<file path="src/rtl/arith_unit.sv">
// Arithmetic stage: one-cycle ADD/SUB/MUL plus a WIDTH-cycle restoring divider.
// Ports:
//   CLK_ARITH         clock, rising edge
//   RST_ARITH         synchronous active-low reset
//   A_ARITH, B_ARITH  unsigned operands (dividend, divisor for DIV)
//   ALU_FUN_ARITH     00 ADD, 01 SUB, 10 MUL, 11 DIV
//   ARITH_EN_ARITH    command strobe, taken when not busy
//   ARITH_OUT_ARITH   registered 2*WIDTH result
//   CARRY_OUT_ARITH   ADD carry / SUB borrow
//   DIV_ZERO_ARITH    DIV result had a zero divisor
//   ARITH_FLAG_ARITH  one-cycle result valid pulse
//   BUSY_ARITH        division iterating
module arith_unit #(
   parameter int WIDTH = 8
) (
   input  logic                 CLK_ARITH,
   input  logic                 RST_ARITH,
   input  logic [WIDTH-1:0]     A_ARITH,
   input  logic [WIDTH-1:0]     B_ARITH,
   input  logic [1:0]           ALU_FUN_ARITH,
   input  logic                 ARITH_EN_ARITH,
   output logic [2*WIDTH-1:0]   ARITH_OUT_ARITH,
   output logic                 CARRY_OUT_ARITH,
   output logic                 DIV_ZERO_ARITH,
   output logic                 ARITH_FLAG_ARITH,
   output logic                 BUSY_ARITH
);

   localparam int CW = $clog2(WIDTH + 1);

   typedef enum logic {
      IDLE,
      DIV_RUN
   } state_t;

   state_t           r_state;
   logic [WIDTH-1:0] r_dvd;
   logic [WIDTH-1:0] r_dvs;
   logic [WIDTH-1:0] r_rem;
   logic [CW-1:0]    r_cnt;

   logic [WIDTH:0]     w_sum;
   logic [WIDTH:0]     w_dif;
   logic [2*WIDTH-1:0] w_prod;
   logic [WIDTH:0]     w_shift;
   logic               w_ge;
   logic [WIDTH-1:0]   w_trial;
   logic [WIDTH-1:0]   w_rem_nx;
   logic [WIDTH-1:0]   w_quo_nx;
   logic               w_last;

   assign w_sum  = {1'b0, A_ARITH} + {1'b0, B_ARITH};
   // Bit WIDTH of the extended difference is the borrow (A < B).
   assign w_dif  = {1'b0, A_ARITH} - {1'b0, B_ARITH};
   assign w_prod = {{WIDTH{1'b0}}, A_ARITH} * {{WIDTH{1'b0}}, B_ARITH};

   // Restoring step. The dividend register shifts out its MSB into the
   // remainder and takes the new quotient bit at its LSB, so after WIDTH
   // steps it holds the quotient. Remainder < divisor keeps the trial
   // difference within WIDTH bits whenever it is taken.
   assign w_shift  = {r_rem, r_dvd[WIDTH-1]};
   assign w_ge     = (w_shift >= {1'b0, r_dvs});
   assign w_trial  = w_shift[WIDTH-1:0] - r_dvs;
   assign w_rem_nx = w_ge ? w_trial : w_shift[WIDTH-1:0];
   assign w_quo_nx = {r_dvd[WIDTH-2:0], w_ge};
   assign w_last   = (r_cnt == CW'(WIDTH - 1));

   always_ff @(posedge CLK_ARITH) begin
      if (!RST_ARITH) begin
         r_state          <= IDLE;
         r_dvd            <= '0;
         r_dvs            <= '0;
         r_rem            <= '0;
         r_cnt            <= '0;
         ARITH_OUT_ARITH  <= '0;
         CARRY_OUT_ARITH  <= 1'b0;
         DIV_ZERO_ARITH   <= 1'b0;
         ARITH_FLAG_ARITH <= 1'b0;
         BUSY_ARITH       <= 1'b0;
      end else begin
         ARITH_FLAG_ARITH <= 1'b0;
         unique case (r_state)
            IDLE: begin
               if (ARITH_EN_ARITH) begin
                  unique case (ALU_FUN_ARITH)
                     2'b00: begin
                        ARITH_OUT_ARITH  <= {{(WIDTH-1){1'b0}}, w_sum};
                        CARRY_OUT_ARITH  <= w_sum[WIDTH];
                        DIV_ZERO_ARITH   <= 1'b0;
                        ARITH_FLAG_ARITH <= 1'b1;
                     end
                     2'b01: begin
                        ARITH_OUT_ARITH  <= {{WIDTH{1'b0}}, w_dif[WIDTH-1:0]};
                        CARRY_OUT_ARITH  <= w_dif[WIDTH];
                        DIV_ZERO_ARITH   <= 1'b0;
                        ARITH_FLAG_ARITH <= 1'b1;
                     end
                     2'b10: begin
                        ARITH_OUT_ARITH  <= w_prod;
                        CARRY_OUT_ARITH  <= 1'b0;
                        DIV_ZERO_ARITH   <= 1'b0;
                        ARITH_FLAG_ARITH <= 1'b1;
                     end
                     2'b11: begin
                        if (B_ARITH == '0) begin
                           ARITH_OUT_ARITH  <= {A_ARITH, {WIDTH{1'b1}}};
                           CARRY_OUT_ARITH  <= 1'b0;
                           DIV_ZERO_ARITH   <= 1'b1;
                           ARITH_FLAG_ARITH <= 1'b1;
                        end else begin
                           r_dvd      <= A_ARITH;
                           r_dvs      <= B_ARITH;
                           r_rem      <= '0;
                           r_cnt      <= '0;
                           BUSY_ARITH <= 1'b1;
                           r_state    <= DIV_RUN;
                        end
                     end
                  endcase
               end
            end
            DIV_RUN: begin
               r_rem <= w_rem_nx;
               r_dvd <= w_quo_nx;
               r_cnt <= r_cnt + 1'b1;
               if (w_last) begin
                  ARITH_OUT_ARITH  <= {w_rem_nx, w_quo_nx};
                  CARRY_OUT_ARITH  <= 1'b0;
                  DIV_ZERO_ARITH   <= 1'b0;
                  ARITH_FLAG_ARITH <= 1'b1;
                  BUSY_ARITH       <= 1'b0;
                  r_state          <= IDLE;
               end
            end
         endcase
      end
   end

endmodule
</file>
<file path="config.mk">
export PLATFORM = sky130hd
export DESIGN_NAME = arith_unit
export DESIGN_NICKNAME = d
export VERILOG_FILES = /design/src/rtl/arith_unit.sv
export SDC_FILE = /design/constraint.sdc
export NUM_CORES = 1
export LEC_CHECK = 0
export CAP_MARGIN = 25
export CORE_UTILIZATION = 55
export CTS_CLUSTER_DIAMETER = 100
export CTS_CLUSTER_SIZE = 12
export DETAILED_ROUTE_END_ITERATION = 6
export PLACE_DENSITY = 0.83
export SLEW_MARGIN = 20
export SYNTH_ARGS = -nofsm -noshare
export SYNTH_HDL_FRONTEND = slang
export SYNTH_SLANG_ARGS = --single-unit
</file>
<file path="constraint.sdc">
create_clock -name CLK_ARITH -period 5.27 [get_ports CLK_ARITH]
set_input_delay 0.7905 -clock CLK_ARITH [delete_from_list [all_inputs] [get_ports CLK_ARITH]]
set_output_delay 0.7905 -clock CLK_ARITH [all_outputs]
set_load 0.02 [all_outputs]
</file>
Yosys cells after proc, flatten, opt, wreduce, memory -nomap -nowiden:

Index checks and enable logic that the tools add are counted.

* bits of input ports: 21
* output and inout port bits: 20
* logic and storage cells: 75
* flip-flop bits (word level): 49

* equality and inequality tests: 9
* add/subtract/negate cells: 4
* multiplexer cells: 41
* reduce and logical (&&, ||, !) cells: 7
* order comparisons: 1
* bitwise operators: 2
* multipliers: 1

Operators by type and width (count)
* one-hot mux 16 bit (4 select lines): 1
* 2-to-1 mux 8 bit: 7
* 2-to-1 mux 16 bit: 3
* one-hot mux 16 bit (2 select lines): 1
* one-hot mux 8 bit (2 select lines): 2
* multiplier 8 x 8 -> 16 bit: 1
* 2-to-1 mux 1 bit: 15
* one-hot mux 1 bit (2 select lines): 7
* 2-to-1 mux 4 bit: 3
* adder 8 x 8 -> 9 bit: 1
* >= comparator 9 x 8 -> 1 bit: 1
* subtractor 8 x 8 -> 9 bit: 1
* logical NOT 8 bit: 1
* one-hot mux 4 bit (2 select lines): 1
* AND reduction 4 bit: 2
* subtractor 8 bit: 1
* AND reduction 3 bit: 2
* adder 4 x 1 -> 4 bit, second input constant: 1
* == test 2 bit, second input constant: 2
* == test 4 x 3 -> 1 bit, second input constant: 1
* inequality test 2 x 1 -> 1 bit, second input constant: 2
* inequality test 2 bit, second input constant: 2
* one-hot mux 1 bit (4 select lines): 1
* inequality test 3 bit, second input constant: 1
* 4 further kinds: 5

Logic depth before layout (Yosys ltp):

Gate-level depths: netlist (run 1).

* depth after elaboration: 5
* gate-level depth with buffers: 19
* depth with buffers taken out: 18

Worst setup path after synthesis (run 1):

OpenSTA, ideal clock, no wires.

* path type: in2reg
* start point: input B_ARITH[6]
* end point: register ARITH_OUT_ARITH[10]
* cell stages on the path: 16
* data arrival time: 4.896 ns
* library setup time: 0.119 ns
* required time: 5.151 ns
* buffers on the path: 1
* slack: 0.255 ns
* path through: clkbuf_1 -> nand2_1 -> fa_1 -> fa_1 -> inv_1 -> fa_1 -> inv_1 -> fa_1 -> inv_1 -> ha_1 -> o211ai_1 -> o21ai_0 -> a31oi_1 -> xnor2_1 -> a221o_1 -> o221a_2

* cells in the longest elaborated chain, start to end: 4
* elaborated cells between the ends (all ways): 7
* those cells by class: 1 x mul; 1 x eq/ne; 3 x mux; 2 x reduce/logical

Ends and longest elaborated chain
* start, declared: line 19 `input logic [WIDTH-1:0] B_ARITH,`
* multiplier 8 x 8 -> 16 bit: line 55 `assign w_prod = {{WIDTH{1'b0}}, A_ARITH} * {{WIDTH{1'b0}}, B_ARITH};`
* one-hot mux 16 bit (4 select lines): line 85 `unique case (ALU_FUN_ARITH)`
* 2-to-1 mux 16 bit: line 84 `if (ARITH_EN_ARITH) begin`
* one-hot mux 16 bit (2 select lines): line 82 `unique case (r_state)`
* end signal, assigned: line 87 `ARITH_OUT_ARITH <= {{(WIDTH-1){1'b0}}, w_sum};`
* end signal, assigned: line 93 `ARITH_OUT_ARITH <= {{WIDTH{1'b0}}, w_dif[WIDTH-1:0]};`
* end signal, assigned: line 99 `ARITH_OUT_ARITH <= w_prod;`
* end, declared: line 22 `output logic [2*WIDTH-1:0] ARITH_OUT_ARITH,`

Several ways; a longest one is shown, not always the timed one. The select of a mux whose other input is x is not followed.
A chain may end at the register's enable or synchronous reset.

Final worst setup path (run 1):

* start point: input A_ARITH[0]
* end point: register ARITH_OUT_ARITH[15]

* cells in the longest elaborated chain, start to end: 4

Ends and longest elaborated chain
* start, declared: line 18 `input logic [WIDTH-1:0] A_ARITH,`
* multiplier 8 x 8 -> 16 bit: line 55
* one-hot mux 16 bit (4 select lines): line 85
* 2-to-1 mux 16 bit: line 84
* one-hot mux 16 bit (2 select lines): line 82

Every way passes these cells. The select of a mux whose other input is x is not followed.

==> results of run 1 <==
-- power breakdown --
group / internal, mW / switching (mW)
Sequential: 0.393 / 0.0176
Combinational: 0.488 / 0.590
Clock: 0.107 / 0.131
-- placed cells by master (no fill, tap or decap), types with 7 or more instances in the layout --
| cell type | instances |
|---|---|
| buf_4 | 59 |
| nor2_1 | 43 |
| a211oi_1 | 11 |
| inv_1 | 84 |
| and3_1 | 7 |
| a21oi_1 | 54 |
| fa_1 | 39 |
| o21ai_0 | 35 |
| clkdlybuf4s50_1 | 32 |
| dlymetal6s2s_1 | 8 |
| a21o_1 | 8 |
| xor2_1 | 9 |
| a31oi_1 | 7 |
| xnor2_1 | 13 |
| ha_1 | 60 |
| nand3_1 | 10 |
| and2_1 | 37 |
| nand2_1 | 48 |
| dfxtp_1 | 49 |
-- worst max-delay path, cell delays in order --
cell and delay (ps):
clkdlybuf4s50_1 500, buf_4 160, clkinvlp_4 140, nor2_1 140
ha_1 180, inv_1 60, fa_1 490, inv_1 50
fa_1 530, inv_1 50, fa_1 520, inv_1 40
ha_1 330, o21ai_0 120, o21bai_1 280, a21oi_2 130
o221ai_2 160, xnor2_1 100, a221o_1 320, o221a_2 220
-- logic make-up after synthesis --
group | Yosys count | share of synthesized area (%)
AO/OA/AOI/OAI | 174 | 21.9
adder cells (fa/ha/maj) | 100 | 29.2
flip-flops | 49 | 18.6
buffers and inverters | 112 | 8.26
multiplexers | 8 | 1.61
XOR/XNOR | 22 | 3.64
AND/OR/NAND/NOR | 174 | 16.8
-- worst max path at each step --
stage,depth (start not counted),start,end
6_report,20,A_ARITH[0],ARITH_OUT_ARITH[15]$_SDFFE_PN0P_
5_1_grt,21,A_ARITH[0],ARITH_OUT_ARITH[14]$_SDFFE_PN0P_
4_1_cts,17,A_ARITH[2],ARITH_OUT_ARITH[11]$_SDFFE_PN0P_
3_5_place_dp,17,A_ARITH[2],ARITH_OUT_ARITH[11]$_SDFFE_PN0P_
3_3_place_gp,17,A_ARITH[2],ARITH_OUT_ARITH[15]$_SDFFE_PN0P_
2_1_floorplan,16,B_ARITH[6],ARITH_OUT_ARITH[10]$_SDFFE_PN0P_
-- what timing repair did --
action / in CTS / in global routing
gates resized for setup: 0 / 12
endpoints found under the hold margin: 0 / 0
endpoints found under the setup margin: 0 / 6
-- routing by layer --
layer / track usage (%) / up-vias / wire (um)
li1: - / 2361 / -
met1: 38.3 / 2429 / 6160
met2: 56.6 / 234 / 7490
met3: 3.62 / 39 / 961
met4: 12.3 / 0 / 495
met5: 0 / - / 0
-- registers in the layout (all words and copies together) (netlist names) --
name and flops:
CARRY_OUT_ARITH 1, r_cnt 4, r_rem 8, DIV_ZERO_ARITH 1, BUSY_ARITH 1, r_dvs 8
r_state 1, r_dvd 8, ARITH_OUT_ARITH 16, ARITH_FLAG_ARITH 1
-- cell type report --
cell class | count | area (um^2)
fillers | 772 | 2960
inverters | 87 | 330
clock buffers | 6 | 82.6
repair buffers | 100 | 875
multi-input cells | 478 | 3880
clock inverters | 2 | 13.8
well taps | 129 | 161
flip-flops and latches | 49 | 981
==> results.json, run 1 <==
{
  "slew_viol_final": 0,
  "synth_area_um2": 5290,
  "clock_skew_ps": 18.7,
  "seq_area_frac_synth_pct": 18.6,
  "grt_usage_pct": 31.4,
  "cts_hold_buffers": 0,
  "outcome": "finished, final reports clean",
  "drt-initial-drc-count": 414,
  "synth_most_common_cell": "inv_1",
  "min_path_cells": 2,
  "power_mw": 1.73,
  "worst_slack_ps": 124,
  "final_antenna_net_count": 0,
  "cts_tree": "yes",
  "r2r-start": "r_state$_SDFF_PN0_",
  "grt_pass1_wl_um": 24600,
  "fp-row-count": 35,
  "timing_worst_slew_pin_value_ps": 1040,
  "stdcell_count": 851,
  "netlist_instances": 639,
  "place_ws_ps": -275,
  "worst_setup_path_start_kind": "input port",
  "syn_area_per_cell_um2": 8.27,
  "ys.flop_type": "dfxtp_1",
  "slew-limit-headroom_pct": 30.2,
  "port_buffers": 40,
  "grt_antenna_before_repair": 0,
  "start_util_pct": 57.0,
  "grt_pass1_vias": 5214,
  "die_area_um2": 10000,
  "design_area_um2": 6320,
  "cp-end-kind": "register",
  "clockBufferDepth": 2,
  "max_freq_ghz": 0.194,
  "overflow": 0,
  "via_per_inst": 5.95,
  "area_growth_pct": 19.6,
  "hold_start": "r_dvs[3]$_SDFFE_PN0P_",
  "postCtsSetupBuffers": 0,
  "p_leak_nw": 2.91,
  "hold_violations": 0,
  "cap_violations": 0,
  "syn_nets": 760,
  "fp.dieW_um": 100,
  "path_class": "in -> reg",
  "ff2ff_setup_slack_ps": 2540,
  "synthTopCellsByCount": "84 x inv_1, 61 x ha_1, 54 x a21oi_1",
  "clock_sinks": 49,
  "tns_ps": 0,
  "wl_per_cell_um": 17.8,
  "yosys.area.top_type": "dfxtp_1",
  "cts_buffers": 5,
  "vias": 5063,
  "worst-path-max-fanout": 5,
  "clock_latency_ps": 310,
  "vdd_ir_drop_max_mv": 0.339,
  "root_buffer": "clkbuf_8",
  "dp_cells": 842,
  "antenna_cells": 0,
  "clk_pin_slew_ps": 80,
  "hold_class": "reg -> reg",
  "io_pins": 41,
  "required_ps": 5460,
  "async_reset_ff_share_pct": 0,
  "synthTopCellsByArea": "dfxtp_1 19%, fa_1 15%, ha_1 14%",
  "holdWs_ps": 469,
  "ys_seq_elements": 49,
  "grt_max_degree": 35,
  "holdPathEnd": "r_dvs[3]$_SDFFE_PN0P_",
  "postPlaceCellArea_um2": 6180,
  "setup_viol": 0,
  "yosys.cell_types.count": 57,
  "gp_congestion": 1.00,
  "r2r_end": "ARITH_OUT_ARITH[10]$_SDFFE_PN0P_",
  "synth_edf_count": 0,
  "arrival_ps": 5340,
  "synth_top_area_share_pct": 18.6,
  "final_util_pct": 68.1,
  "period_needed_ps": 5150,
  "drc": 0,
  "fin_nets": 842,
  "drt_pass1_iterations": 7,
  "die_y_um": 100,
  "reg2reg_depth": 6,
  "min_period_over_period_pct": 97.6,
  "htree_levels": 2,
  "coreArea_um2": 9280,
  "drt_wl_total_um": 15100,
  "power_density_nw_per_um2": 273,
  "ys_warn_count": 0,
  "layout-drive-gt1-share_pct": 12.2,
  "dp_hpwl_um": 11900
}
Note: power is estimated with default switching activity, not from simulation.
==> inputs of run 2 (changes only) <==
--- a/config.mk
+++ b/config.mk
@@ -10,7 +10,8 @@
 export CTS_CLUSTER_DIAMETER = 100
 export CTS_CLUSTER_SIZE = 12
 export DETAILED_ROUTE_END_ITERATION = 6
-export PLACE_DENSITY = 0.83
+export DONT_BUFFER_PORTS = 1
+export PLACE_DENSITY = 0.77
 export SLEW_MARGIN = 20
 export SYNTH_ARGS = -nofsm -noshare
 export SYNTH_HDL_FRONTEND = slang
==> run 2 against run 1 <==
Net effect:
- worst hold slack worse by 4.3 ps
- wire length decreased by 8.6%
- clock-buffer cell count did not move
- final cell count is 11% lower
- combinational power decreased by 22%
- worst setup slack better by 370 ps
- critical path type unchanged
- highest routed layer unchanged
==> results.json, run 2 (synthesized netlist as in run 1, its figures left out) <==
{
  "drc": 0,
  "grt_antenna_before_repair": 0,
  "gp_congestion": 0.944,
  "min_path_cells": 2,
  "postCtsSetupBuffers": 0,
  "power_density_nw_per_um2": 281,
  "wl_per_cell_um": 18.3,
  "clock_latency_ps": 300,
  "clockBufferDepth": 2,
  "cp-end-kind": "register",
  "antenna_cells": 0,
  "drt_pass1_iterations": 5,
  "dp_cells": 745,
  "p_leak_nw": 2.42,
  "outcome": "finished, final reports clean",
  "die_y_um": 100,
  "coreArea_um2": 9280,
  "fp-row-count": 35,
  "cts_resized": 0,
  "reg2reg_depth": 6,
  "fin_nets": 745,
  "port_buffers": 0,
  "holdPathEnd": "r_dvs[4]$_SDFFE_PN0P_",
  "clk_pin_slew_ps": 90,
  "required_ps": 5470,
  "drt-initial-drc-count": 364,
  "worst_setup_path_start_kind": "input port",
  "multiInputGateArea_um2": 3870,
  "fp.dieW_um": 100,
  "fillers": 856,
  "start_util_pct": 57.0,
  "grt_max_degree": 45,
  "period_needed_ps": 4780,
  "hold_class": "reg -> reg",
  "rsz0062_at_grt": "false",
  "vias": 4645,
  "r2r_end": "ARITH_OUT_ARITH[9]$_SDFFE_PN0P_",
  "min_period_over_period_pct": 90.6,
  "htree_levels": 2,
  "root_buffer": "clkbuf_8",
  "max_freq_ghz": 0.209,
  "cts_tree": "yes",
  "cts_hold_buffers": 0,
  "grt_usage_pct": 29.2,
  "overflow": 0,
  "setup_viol": 0,
  "holdWs_ps": 464,
  "clock_skew_ps": 6.23,
  "regMostFlops": "ARITH_OUT_ARITH",
  "hold_violations": 0,
  "r2r-start": "r_state$_SDFF_PN0_",
  "area_growth_pct": 3.57,
  "tns_ps": 0,
  "final_util_pct": 59.0,
  "die_area_um2": 10000,
  "final_cell_mix": "84 x inv_1, 61 x ha_1, 54 x a21oi_1",
  "slew_viol_final": 0,
  "worst-path-max-fanout": 8,
  "dp_hpwl_um": 10600,
  "stdcell_count": 754,
  "path_class": "in -> reg",
  "ff2ff_setup_slack_ps": 2870,
  "cap_violations": 0,
  "grt_pass1_wl_um": 23100,
  "timing_worst_slew_pin_value_ps": 1000,
  "vdd_ir_drop_max_mv": 0.165,
  "layout.area.seq_um2": 981,
  "final_common_cell": "inv_1",
  "layout-drive-gt1-share_pct": 4.16,
  "cts_buffers": 5,
  "slew-limit-headroom_pct": 33.0,
  "io_pins": 41,
  "drt_wl_total_um": 13800,
  "via_per_inst": 6.16,
  "hold_start": "r_dvs[4]$_SDFFE_PN0P_",
  "clock_sinks": 49,
  "arrival_ps": 4970,
  "grt_pass1_vias": 4790,
  "final_antenna_net_count": 0,
  "largest_reg_flops": 16
}
-- run 2: cell types whose count changed in the layout (fill, tap and decap cells not counted), sizes merged --
cell           change
buf               -57
dlymetal6s2s       -8
bufinv             +1
clkdlybuf4s50     -32
clkinvlp           -1
-- run 2: metrics by stage --
stage | cell area, um^2 | total power [mW] | worst slack, ps
6_report | 5480 | 1.54 | 494
5_1_grt | 5480 | 1.66 | 380
4_1_cts | 5470 | 1.53 | 563
3_5_place_dp | 5350 | 1.26 | 246
3_3_place_gp | 5350 | 1.24 | 364
2_1_floorplan | 5290 | 1.10 | 255
-- run 2: worst max-delay path by stage --
stage	start	to	slack, ps	depth (start not counted)
after global routing	A_ARITH[1]	ARITH_OUT_ARITH[11]$_SDFFE_PN0P_	380	16
after CTS	A_ARITH[1]	ARITH_OUT_ARITH[15]$_SDFFE_PN0P_	560	16
final	A_ARITH[1]	ARITH_OUT_ARITH[15]$_SDFFE_PN0P_	490	16
after floorplan	B_ARITH[6]	ARITH_OUT_ARITH[10]$_SDFFE_PN0P_	260	16
after global placement	A_ARITH[1]	ARITH_OUT_ARITH[15]$_SDFFE_PN0P_	360	16
after detailed placement	A_ARITH[1]	ARITH_OUT_ARITH[15]$_SDFFE_PN0P_	250	16
-- run 2: routing by layer --
metal / part of all wire [%] / global-route usage, % / routed length [um]
met5: 0 / 0 / 0
met4: 2.8 / 9.59 / 387
met3: 7.0 / 4.94 / 972
met2: 48 / 49.8 / 6580
met1: 43 / 37.8 / 5880
-- run 2: final cells by class --
cell class                      count  share of cell area, %
Multi-Input combinational cell    478                   70.7
Sequential cell                    49                   17.9
Inverter                           87                   5.96
Tap cell                          129                   2.95
Clock buffer                        6                   1.33
Clock inverter                      2                  0.708
Timing Repair Buffer                3                  0.480
-- run 2: worst max-delay path, stage by stage --
cell and delay (ps):
inv_1 160, nor2_1 90, fa_1 450, fa_1 540
inv_1 50, fa_1 470, fa_1 550, inv_1 40
ha_1 340, o21ai_0 270, o21bai_1 150, a21oi_2 270
o221ai_2 130, xnor2_1 140, a221o_1 320, o221a_2 220
-- run 2: power by group --
part	switching (mW)	leakage, nW	total, mW	internal, mW
sequential	0.0350	0.400	0.428	0.393
clock	0.127	0.0554	0.269	0.143
combinational	0.486	1.96	0.839	0.353
total	0.648	2.42	1.54	0.888
==> patch, RTL diff (config.mk and constraints of run 1) <==
Put one more register stage on the output `ARITH_OUT_ARITH`, cleared by the reset. The value now appears one clock later. The other outputs are not delayed to match. Comments in the files are not updated.
--- a/src/rtl/arith_unit.sv
+++ b/src/rtl/arith_unit.sv
@@ -34,2 +34,4 @@
    } state_t;
+
+   logic [2*WIDTH-1:0] ARITH_OUT_ARITH_s0;
 
@@ -74,3 +76,3 @@
          r_cnt            <= '0;
-         ARITH_OUT_ARITH  <= '0;
+         ARITH_OUT_ARITH_s0 <= '0;
          CARRY_OUT_ARITH  <= 1'b0;
@@ -86,3 +88,3 @@
                      2'b00: begin
-                        ARITH_OUT_ARITH  <= {{(WIDTH-1){1'b0}}, w_sum};
+                        ARITH_OUT_ARITH_s0 <= {{(WIDTH-1){1'b0}}, w_sum};
                         CARRY_OUT_ARITH  <= w_sum[WIDTH];
@@ -92,3 +94,3 @@
                      2'b01: begin
-                        ARITH_OUT_ARITH  <= {{WIDTH{1'b0}}, w_dif[WIDTH-1:0]};
+                        ARITH_OUT_ARITH_s0 <= {{WIDTH{1'b0}}, w_dif[WIDTH-1:0]};
                         CARRY_OUT_ARITH  <= w_dif[WIDTH];
@@ -98,3 +100,3 @@
                      2'b10: begin
-                        ARITH_OUT_ARITH  <= w_prod;
+                        ARITH_OUT_ARITH_s0 <= w_prod;
                         CARRY_OUT_ARITH  <= 1'b0;
@@ -105,3 +107,3 @@
                         if (B_ARITH == '0) begin
-                           ARITH_OUT_ARITH  <= {A_ARITH, {WIDTH{1'b1}}};
+                           ARITH_OUT_ARITH_s0 <= {A_ARITH, {WIDTH{1'b1}}};
                            CARRY_OUT_ARITH  <= 1'b0;
@@ -126,3 +128,3 @@
                if (w_last) begin
-                  ARITH_OUT_ARITH  <= {w_rem_nx, w_quo_nx};
+                  ARITH_OUT_ARITH_s0 <= {w_rem_nx, w_quo_nx};
                   CARRY_OUT_ARITH  <= 1'b0;
@@ -138,2 +140,10 @@
 
+   always_ff @(posedge CLK_ARITH) begin
+      if (!RST_ARITH) begin
+         ARITH_OUT_ARITH <= '0;
+      end else begin
+         ARITH_OUT_ARITH <= ARITH_OUT_ARITH_s0;
+      end
+   end
+
 endmodule
Behaviour: not the same (Yosys sat finds a counterexample within 4 cycles, from zero or initial values and one cycle with RST_ARITH low).
==> patch against run 1 <==
Worst setup slack got worse by 0.0097 ns; critical path depth fell by 4; clock skew fell by 0.015 ns; sequential cell count rose by 16; area after synthesis rose by 9.0%; cell count rose by 4.6%; first-iteration DRC count fell by 21%; fmax fell by 0.19%; power rose by 18%; routed wire length rose by 2.5%; design area rose by 8.8%; critical endpoint is now ARITH_OUT_ARITH_s0[13].
==> patch: results (changes against run 1) <==
[run_status]
outcome=finished clean

[synthesis]
syn-num-nets=790  ; +3.9%
synth_ff_type=dfxtp_1
synth_cell_types=65  ; +14%
synthTopCellsByCount=79 x inv_1, 65 x dfxtp_1, 61 x ha_1
ys_top_cells_by_area=dfxtp_1 23%, fa_1 14%, ha_1 13%
synthArstFlopShare_pct=0  ; unchanged
synth_warnings=0  ; unchanged
synth-seq-area-share_pct=22.6  ; +4.0 points

[global_route]
use_met3_pct=3.63  ; +0.013 points
grt_max_degree=41  ; +17%
use_met1_pct=37.9  ; -0.38 points
antenna_found_initial=0  ; unchanged
grt_pass1_vias=5232  ; +0.35%
met2_usage_pct=51.2  ; -5.4 points
grt_first_pass_wirelength_mm=25.5  ; +3.8%
grt_usage_pct=29.5  ; -1.9 points

[hold_path]
min_path_type=register to register
whs_path_depth=1  ; -1

[routing]
drt.antenna.violating_nets=0  ; unchanged
drtIter0Drc=325  ; -21%
via_per_inst=5.88  ; -1.2%
wl_per_cell_um=17.4  ; -2.0%
first_pass_iters=5  ; -2

[place]
place.gp.congestion=0.917  ; -8.6%
dp_hpwl_mm=12.1  ; +2.2%
portBuffers=40  ; unchanged

[clock_network]
clk_pin_slew_ns=0.06  ; -0.02 ns
cts_max_level=3  ; +1
insertion_delay_ns=0.34  ; +0.03 ns
clockBufferDepth=2  ; unchanged
cts_buffers=9  ; +4
cts_root_buffer=clkbuf_8

[finish]
nets=874  ; +3.8%
antennaDiodeCount=0  ; unchanged
drive_above_1_share_pct=12.7  ; +0.49 points
top_regs=ARITH_OUT_ARITH x16, ARITH_OUT_ARITH_s0 x16

[power]
p_leak_nw=3.10  ; +6.7%
peakVddDrop_mv=0.152  ; -55%

[worst_setup_path]
r2r_cells=9  ; +3
arrival_ns=5.38  ; +0.04 ns
worstPathMaxFanout=3  ; -2

[sta]
worst_pin_slew_ns=0.967  ; -0.0773 ns
skew_ns=0.00417  ; -0.0146 ns

patch: kinds of logic after synthesis:
| group | count (synthesis) | synth area share (%) |
|---|---|---|
| adder cells (fa/ha/maj) | 100 | 26.8 |
| multiplexers | 20 | 3.60 |
| flip-flops | 65 | 22.6 |
| XOR/XNOR | 22 | 3.34 |
| buffers and inverters | 110 | 7.56 |
| AO/OA/AOI/OAI | 158 | 18.7 |
| AND/OR/NAND/NOR | 194 | 17.4 |
patch: cell type report:
| type | count | area [um2] |
|---|---|---|
| Tap cell | 133 | 166 |
| Sequential cell | 65 | 1300 |
| Clock inverter | 3 | 17.5 |
| Timing Repair Buffer | 102 | 892 |
| Fill cell | 780 | 3070 |
| Multi-Input combinational cell | 494 | 4050 |
| Clock buffer | 12 | 145 |
| Inverter | 81 | 304 |
patch: layer usage:
metal,wire length [um],vias up
met5,0,-
met4,345,0
met3,919,34
met2,7630,226
met1,6600,2511
li1,-,2458
patch: stage by stage:
stage	worst slack (ns)	instances	setup TNS (ns)	cell area, um2	utilization [%]
2_1_floorplan	0.265	669	0	5760	-
3_5_place_dp	-0.314	869	-1.49	6620	66.5
6_report	0.115	890	0	6880	69.1
5_1_grt	-0.0346	890	-0.0346	6880	69.1
3_3_place_gp	-0.195	869	-0.757	6620	66.5
4_1_cts	0.0493	884	0	6780	68.1
patch: where the power goes:
group / internal (mW) / switching (mW)
combinational: 0.539 / 0.589
clock: 0.179 / 0.180
sequential: 0.524 / 0.0195
total: 1.24 / 0.788
patch: final timing paths:
check                         from                endpoint  slack (ns)
min          ARITH_OUT_ARITH_s0[9]      ARITH_OUT_ARITH[9]        0.45
max reg2reg               r_dvs[1]  ARITH_OUT_ARITH_s0[13]        2.56
min reg2reg  ARITH_OUT_ARITH_s0[9]      ARITH_OUT_ARITH[9]        0.45
max                     A_ARITH[0]  ARITH_OUT_ARITH_s0[13]        0.11
patch: what timing repair did:
| item | CTS | global route |
|---|---|---|
| resized for setup | 0 | 14 |
| endpoints found under the hold margin | 0 | 0 |
| setup endpoints to repair | 0 | 6 |
| setup buffers | 0 | 4 |
patch: critical path, stage by stage:
cell,delay (ns)
clkdlybuf4s50_1,0.52
nand2_1,0.09
fa_1,0.51
fa_1,0.55
inv_1,0.05
fa_1,0.53
inv_1,0.05
fa_1,0.52
inv_1,0.04
ha_1,0.30
a211o_1,0.34
or3_4,0.35
o221ai_4,0.21
o31ai_2,0.12
a2111oi_4,0.33
nor2_1,0.07
